[config.mk]
export PLATFORM = sky130hd
export DESIGN_NAME = spi_slave_sync
export DESIGN_NICKNAME = d
export VERILOG_FILES = /design/src/rtl/spi_pkg.sv /design/src/rtl/spi_sync_edge.sv /design/src/rtl/spi_slave_sync.sv
export SDC_FILE = /design/constraint.sdc
export NUM_CORES = 1
export LEC_CHECK = 0
export CORE_ASPECT_RATIO = 2
export CORE_MARGIN = 2
export CORE_UTILIZATION = 34
export DETAILED_ROUTE_END_ITERATION = 10
export PLACE_DENSITY_LB_ADDON = 0.12
export SYNTH_ARGS = -nofsm -noshare
export SYNTH_HDL_FRONTEND = slang
export SYNTH_HIERARCHICAL = 1
export SYNTH_SLANG_ARGS = --single-unit
[constraint.sdc]
create_clock -name clk -period 1.7 [get_ports clk]
set_clock_uncertainty 0.15 [all_clocks]
set_input_delay 0.34 -clock clk [delete_from_list [all_inputs] [get_ports clk]]
set_output_delay 0.34 -clock clk [all_outputs]
set_load 0.005 [all_outputs]
[src/rtl/spi_pkg.sv]
// Shared definitions for the system-clock SPI slave: word width,
// the idle transmit pattern and the controller state encoding.
package spi_pkg;

   localparam int SPI_WORD_W = 8;

   localparam logic [SPI_WORD_W-1:0] DEFAULT_TX_WORD = 8'hA5;

   typedef enum logic {
      ST_IDLE,
      ST_ACTIVE
   } spi_state_e;

endpackage

[src/rtl/spi_sync_edge.sv]
// Multi-flop synchronizer for one asynchronous SPI pin, followed by a
// registered rise/fall detector. The edge pulses come straight from
// flops, so the controller only ever sees clean single-cycle strobes.
module spi_sync_edge #(
   parameter int   STAGES      = 2,
   parameter logic RESET_LEVEL = 1'b0
) (
   input  logic clk,
   input  logic reset,
   input  logic async_in,
   output logic level,
   output logic rise,
   output logic fall
);

   logic [STAGES-1:0] sync_q;
   logic              level_prev;

   assign level = sync_q[STAGES-1];

   // Shift the raw pin through the synchronizer and register edge pulses
   // by comparing the synchronized level against its one-cycle-old copy.
   always_ff @(posedge clk) begin
      if (reset) begin
         sync_q     <= {STAGES{RESET_LEVEL}};
         level_prev <= RESET_LEVEL;
         rise       <= 1'b0;
         fall       <= 1'b0;
      end else begin
         sync_q     <= {sync_q[STAGES-2:0], async_in};
         level_prev <= sync_q[STAGES-1];
         rise       <= sync_q[STAGES-1] & ~level_prev;
         fall       <= ~sync_q[STAGES-1] & level_prev;
      end
   end

endmodule

[src/rtl/spi_slave_sync.sv]
// SPI mode-0 slave, MSB first, running entirely on the system clock.
// sclk, chip_select and mosi are oversampled; received words come out
// with a one-cycle strobe and transmit words go in through a one-word
// valid/ready buffer. Several words may follow each other under one
// chip-select assertion.
module spi_slave_sync
   import spi_pkg::*;
#(
   parameter int                    DATA_WIDTH  = SPI_WORD_W,
   parameter int                    SYNC_STAGES = 2,
   parameter logic [DATA_WIDTH-1:0] DEFAULT_TX  = DEFAULT_TX_WORD
) (
   input  logic                  clk,
   input  logic                  reset,
   input  logic                  sclk,
   input  logic                  chip_select,
   input  logic                  mosi,
   output logic                  miso,
   output logic                  miso_oe,
   input  logic [DATA_WIDTH-1:0] tx_data,
   input  logic                  tx_valid,
   output logic                  tx_ready,
   output logic [DATA_WIDTH-1:0] rx_data,
   output logic                  rx_valid,
   output logic                  tx_underrun,
   output logic                  busy
);

   localparam int                CNT_W    = $clog2(DATA_WIDTH);
   localparam logic [CNT_W-1:0] LAST_BIT = CNT_W'(DATA_WIDTH - 1);

   // Synchronized pin views and edge strobes
   logic sclk_rise;
   logic sclk_fall;
   logic sclk_level_unused;
   logic cs_assert;
   logic cs_deassert;
   logic cs_level_unused;
   logic mosi_level;
   logic mosi_rise_unused;
   logic mosi_fall_unused;

   // Controller state and datapath registers
   spi_state_e            state;
   spi_state_e            state_next;
   logic [CNT_W-1:0]      bit_cnt;
   logic [DATA_WIDTH-1:0] rx_shift;
   logic [DATA_WIDTH-1:0] tx_shift;
   logic                  word_done;
   logic                  rx_pending;
   logic [DATA_WIDTH-1:0] buf_data;
   logic                  buf_full;

   // Decoded actions for this cycle
   logic                  load_req;
   logic                  shift_rx;
   logic                  shift_tx;
   logic                  tx_write;
   logic [DATA_WIDTH-1:0] load_word;

   spi_sync_edge #(
      .STAGES      (SYNC_STAGES),
      .RESET_LEVEL (1'b0)
   ) u_sync_sclk (
      .clk      (clk),
      .reset    (reset),
      .async_in (sclk),
      .level    (sclk_level_unused),
      .rise     (sclk_rise),
      .fall     (sclk_fall)
   );

   // Chip select idles high, so its synchronizer comes out of reset
   // already deselected and cannot fake an assertion edge.
   spi_sync_edge #(
      .STAGES      (SYNC_STAGES),
      .RESET_LEVEL (1'b1)
   ) u_sync_cs (
      .clk      (clk),
      .reset    (reset),
      .async_in (chip_select),
      .level    (cs_level_unused),
      .rise     (cs_deassert),
      .fall     (cs_assert)
   );

   spi_sync_edge #(
      .STAGES      (SYNC_STAGES),
      .RESET_LEVEL (1'b0)
   ) u_sync_mosi (
      .clk      (clk),
      .reset    (reset),
      .async_in (mosi),
      .level    (mosi_level),
      .rise     (mosi_rise_unused),
      .fall     (mosi_fall_unused)
   );

   assign tx_ready = ~buf_full;
   assign tx_write = tx_valid & tx_ready;

   // A word load prefers the buffered word; a write landing in the same
   // cycle as the load is passed straight through; otherwise idle pattern.
   assign load_word = buf_full ? buf_data :
                      tx_write ? tx_data  : DEFAULT_TX;

   assign busy    = (state == ST_ACTIVE);
   assign miso_oe = busy;
   assign miso    = busy & tx_shift[DATA_WIDTH-1];

   // State register
   always_ff @(posedge clk) begin
      if (reset) begin
         state <= ST_IDLE;
      end else begin
         state <= state_next;
      end
   end

   // Next state and per-cycle actions; a chip-select release wins over
   // any sclk edge seen in the same cycle.
   always_comb begin
      state_next = state;
      load_req   = 1'b0;
      shift_rx   = 1'b0;
      shift_tx   = 1'b0;
      case (state)
         ST_IDLE: begin
            if (cs_assert) begin
               state_next = ST_ACTIVE;
               load_req   = 1'b1;
            end
         end
         ST_ACTIVE: begin
            if (cs_deassert) begin
               state_next = ST_IDLE;
            end else begin
               if (sclk_rise) begin
                  shift_rx = 1'b1;
               end
               if (sclk_fall) begin
                  if (word_done) begin
                     load_req = 1'b1;
                  end else begin
                     shift_tx = 1'b1;
                  end
               end
            end
         end
         default: begin
            state_next = ST_IDLE;
         end
      endcase
   end

   // Shift registers, bit counter and word-completion bookkeeping;
   // a completed word is published one cycle after its last bit lands.
   always_ff @(posedge clk) begin
      if (reset) begin
         bit_cnt     <= '0;
         rx_shift    <= '0;
         tx_shift    <= '0;
         word_done   <= 1'b0;
         rx_pending  <= 1'b0;
         rx_data     <= '0;
         rx_valid    <= 1'b0;
         tx_underrun <= 1'b0;
      end else begin
         rx_valid    <= 1'b0;
         tx_underrun <= 1'b0;

         if (rx_pending) begin
            rx_data    <= rx_shift;
            rx_valid   <= 1'b1;
            rx_pending <= 1'b0;
         end

         if (load_req) begin
            tx_shift    <= load_word;
            bit_cnt     <= '0;
            word_done   <= 1'b0;
            tx_underrun <= ~buf_full & ~tx_write;
         end else if (shift_tx) begin
            tx_shift <= {tx_shift[DATA_WIDTH-2:0], 1'b0};
         end

         if (shift_rx) begin
            rx_shift <= {rx_shift[DATA_WIDTH-2:0], mosi_level};
            if (bit_cnt == LAST_BIT) begin
               bit_cnt    <= '0;
               word_done  <= 1'b1;
               rx_pending <= 1'b1;
            end else begin
               bit_cnt <= bit_cnt + CNT_W'(1);
            end
         end
      end
   end

   // One-word transmit buffer: filled by an accepted write, emptied by a
   // word load. A write coinciding with a load bypasses the buffer.
   always_ff @(posedge clk) begin
      if (reset) begin
         buf_full <= 1'b0;
         buf_data <= '0;
      end else begin
         if (tx_write && !load_req) begin
            buf_full <= 1'b1;
            buf_data <= tx_data;
         end else if (load_req && buf_full) begin
            buf_full <= 1'b0;
         end
      end
   end

endmodule

==> run summary <==
=====================================================================================
Width of the chip                                                             58.9 um
Min-Delay Path Class                                                     flip-flop to flip-flop
Launching element type of the critical path                                 flip-flop
Cell-internal power                                                           1.91 mW
Count of port buffers added during placement                                       27
Number of sinks handled by clock tree synthesis                                    53
Sw Share                                                                        21.7%
Synthesized instance count                                                        226
Routed vias                                                                      1573
Drt first-iter violations                                                          52
Worst max-slew margin expressed relative to the limit                           66.9%
Peak ir drop on the vdd network                                            0.000610 V
Worst-case setup margin in the final layout                                   60.2 ps
Clk Tree Root Cell                                                       sky130_fd_sc_hd__clkbuf_16
Fraction of final layout cells sized beyond drive strength 1                    11.2%
Clock-pin slew of the registers on the worst-case setup and hold paths          70 ps
Hold slack                                                                     252 ps
DRT antenna net count                                                               0
Warnings from Yosys                                                                 6
Slew @ Worst Pin                                                               496 ps
Register share of total power                                                   52.9%
Result of the run                                                        finished with violations
Worst slack, placed                                                          -88.3 ps
P_leak                                                                        1.02 nW
Total net switching power                                                    0.530 mW
Part of the total power dissipated in the clock network                         39.9%
Hold Buf Count CTS                                                                  0
DR DRC count                                                                        1
Via count of the first global-routing pass                                       1502
Pin count of the biggest net entering global routing                               23
P per Cell Area                                                           946 nW/um^2
Mapped cell area                                                            2050 um^2
Number of endpoints failing setup at the final stage                                0
Post-layout minimum cycle time                                                1640 ps
Mean area per synthesized cell                                              9.07 um^2
Routability-driven placement congestion ratio                                   0.760
Synth-to-layout area growth                                                     25.6%
Cells on worst reg2reg path                                                         5
Max-capacitance violation count                                                     0
Launch instance of the worst register-to-register path                   busy$_SDFF_PP0_
Max H-tree Level                                                                    2
Register-to-register path setup slack                                           80 ps
Top-level I/O count                                                                28
Top achievable clock speed                                                    610 MHz
Effective utilization at floorplan                                              34.7%
Slew Limit Fails                                                                    0
Core Footprint                                                              5910 um^2
Kind of end point of the critical path                                     output pin
WHS Path Cells                                                                      1
CTS tree                                                                        built
Clock latency of the later-clocked register in the worst-skew pair             290 ps
Worst Hold Endpoint                                                      u_sync_cs/sync_q[1]$_SDFF_PP1_
Fin nets                                                                          275
Maximum net fanout on the critical path                                             2
Mean number of vias per cell                                                     4.87
Sum of net half-perimeters after detailed placement                           2.75 mm
Congestion Overflow GR                                                              0
Hold Vio Cnt, Final                                                                 0
Pre-antenna DRT Iters                                                               7
Crit share post-route                                                           96.5%
Final core occ                                                                  43.6%
Post-Route Setup TNS                                                             0 ps
Die Span Y                                                                     114 um
Unrepaired setup endpoints after global routing                                 false
HP Start                                                                 u_sync_cs/sync_q[0]$_SDFF_PP1_
Wire length of the first global-routing pass                                  6.82 mm
Violations in the final reports                                                   DRC
Total inserted antenna cells                                                        0
Antenna violations before repair                                                    0
Aggregate routed wire length                                                  3.91 mm
Drt wl/cell                                                                   12.1 um
Die Footprint                                                               6700 um^2
Maximum count of clock buffers along a single path                                  2
GRT Overall Usage                                                               13.3%
Critical path class                                                      flip-flop to output pin
Clock buffer count from CTS                                                         5
Required arrival time at the worst endpoint                                   1210 ps
Endpoint of the worst register-to-register path                          tx_shift[2]$_SDFFE_PP0P_
Data arrival time of the critical path                                        1150 ps
Number of nets produced by synthesis                                              242
Rows                                                                               40
Logic gate share of total power                                                  7.2%
=====================================================================================
-- worst max-delay path by stage --
stage,from,end,cells past startpoint
after floorplan,busy$_SDFF_PP0_,tx_shift[2]$_SDFFE_PP0P_,5
final,buf_full$_SDFFE_PP0P_,tx_ready,2
after detailed placement,tx_valid,tx_shift[5]$_SDFFE_PP0P_,5
after global placement,tx_valid,tx_shift[5]$_SDFFE_PP0P_,5
after CTS,buf_full$_SDFFE_PP0P_,tx_ready,2
after global routing,busy$_SDFF_PP0_,tx_shift[5]$_SDFFE_PP0P_,5
-- placed cells by master, fill, tap and decap left out, types with 2 or more instances in the layout --
cell type,instances
sky130_fd_sc_hd__inv_1,3
sky130_fd_sc_hd__o21ai_1,3
sky130_fd_sc_hd__nand3_1,2
sky130_fd_sc_hd__a222oi_1,2
sky130_fd_sc_hd__dfxtp_2,2
sky130_fd_sc_hd__nand2_1,35
sky130_fd_sc_hd__or2_1,3
sky130_fd_sc_hd__nor2b_1,6
sky130_fd_sc_hd__and2_1,2
sky130_fd_sc_hd__clkbuf_16,5
sky130_fd_sc_hd__nor3_1,4
sky130_fd_sc_hd__dfxtp_1,51
sky130_fd_sc_hd__dlygate4sd2_1,3
sky130_fd_sc_hd__a211oi_1,2
sky130_fd_sc_hd__nor2_1,32
sky130_fd_sc_hd__nor3b_1,4
sky130_fd_sc_hd__clkdlybuf4s50_1,24
sky130_fd_sc_hd__a2bb2oi_1,2
sky130_fd_sc_hd__ha_1,2
sky130_fd_sc_hd__mux2i_1,16
sky130_fd_sc_hd__a21oi_1,17
sky130_fd_sc_hd__o21ai_0,11
sky130_fd_sc_hd__clkinv_2,2
sky130_fd_sc_hd__buf_4,13
-- registers in the layout (all words and copies together) (netlist names), 2 cells and up --
name and flops:
buf_data 8, rx_data 8, rx_shift 8, tx_shift 8, bit_cnt 3, u_sync_cs/sync_q 2, u_sync_mosi/sync_q 2, u_sync_sclk/sync_q 2
-- critical path, stage by stage, from the launching register on --
cell and delay [ps]:
sky130_fd_sc_hd__dfxtp_1 320, sky130_fd_sc_hd__inv_2 60, sky130_fd_sc_hd__clkdlybuf4s50_1 490
-- layer usage --
layer  part of all wire (%)  global-route usage (%)
met4                    2.4                    6.82
met3                    3.3                    3.40
met2                     47                    20.8
met5                      0                       0
met1                     47                    16.4
-- metrics by stage --
stage	std cells	total power [mW]	instance area, um^2
finish	323	2.44	2570
global route	323	2.54	2570
CTS	323	2.48	2570
detailed placement	314	1.49	2430
global placement	314	1.49	2430
floorplan	226	1.41	2050
-- power groups by stage --
| stage | sequential (mW) | clock [mW] | combinational [mW] |
|---|---|---|---|
| 6_report | 1.29 | 0.971 | 0.177 |
| 5_1_grt | 1.29 | 1.05 | 0.197 |
| 4_1_cts | 1.29 | 1.01 | 0.179 |
| 3_5_place_dp | 1.32 | 0 | 0.176 |
| 3_3_place_gp | 1.32 | 0 | 0.176 |
| 2_1_floorplan | 1.31 | 0 | 0.0994 |
-- area by class of cell --
| class | instances | area [um^2] |
|---|---|---|
| Clock buffer | 6 | 129 |
| Clock inverter | 2 | 10.0 |
| Fill cell | 613 | 3330 |
| Inverter | 4 | 15.0 |
| Multi-Input combinational cell | 154 | 895 |
| Sequential cell | 53 | 1060 |
| Tap cell | 63 | 78.8 |
| Timing Repair Buffer | 41 | 384 |
-- repair_timing --
| action | CTS | global route |
|---|---|---|
| resized for setup | 6 | 1 |
| endpoints found under the setup margin | 4 | 2 |
| buffers inserted | 1 | 0 |
Power figures use the tool's default switching activity.
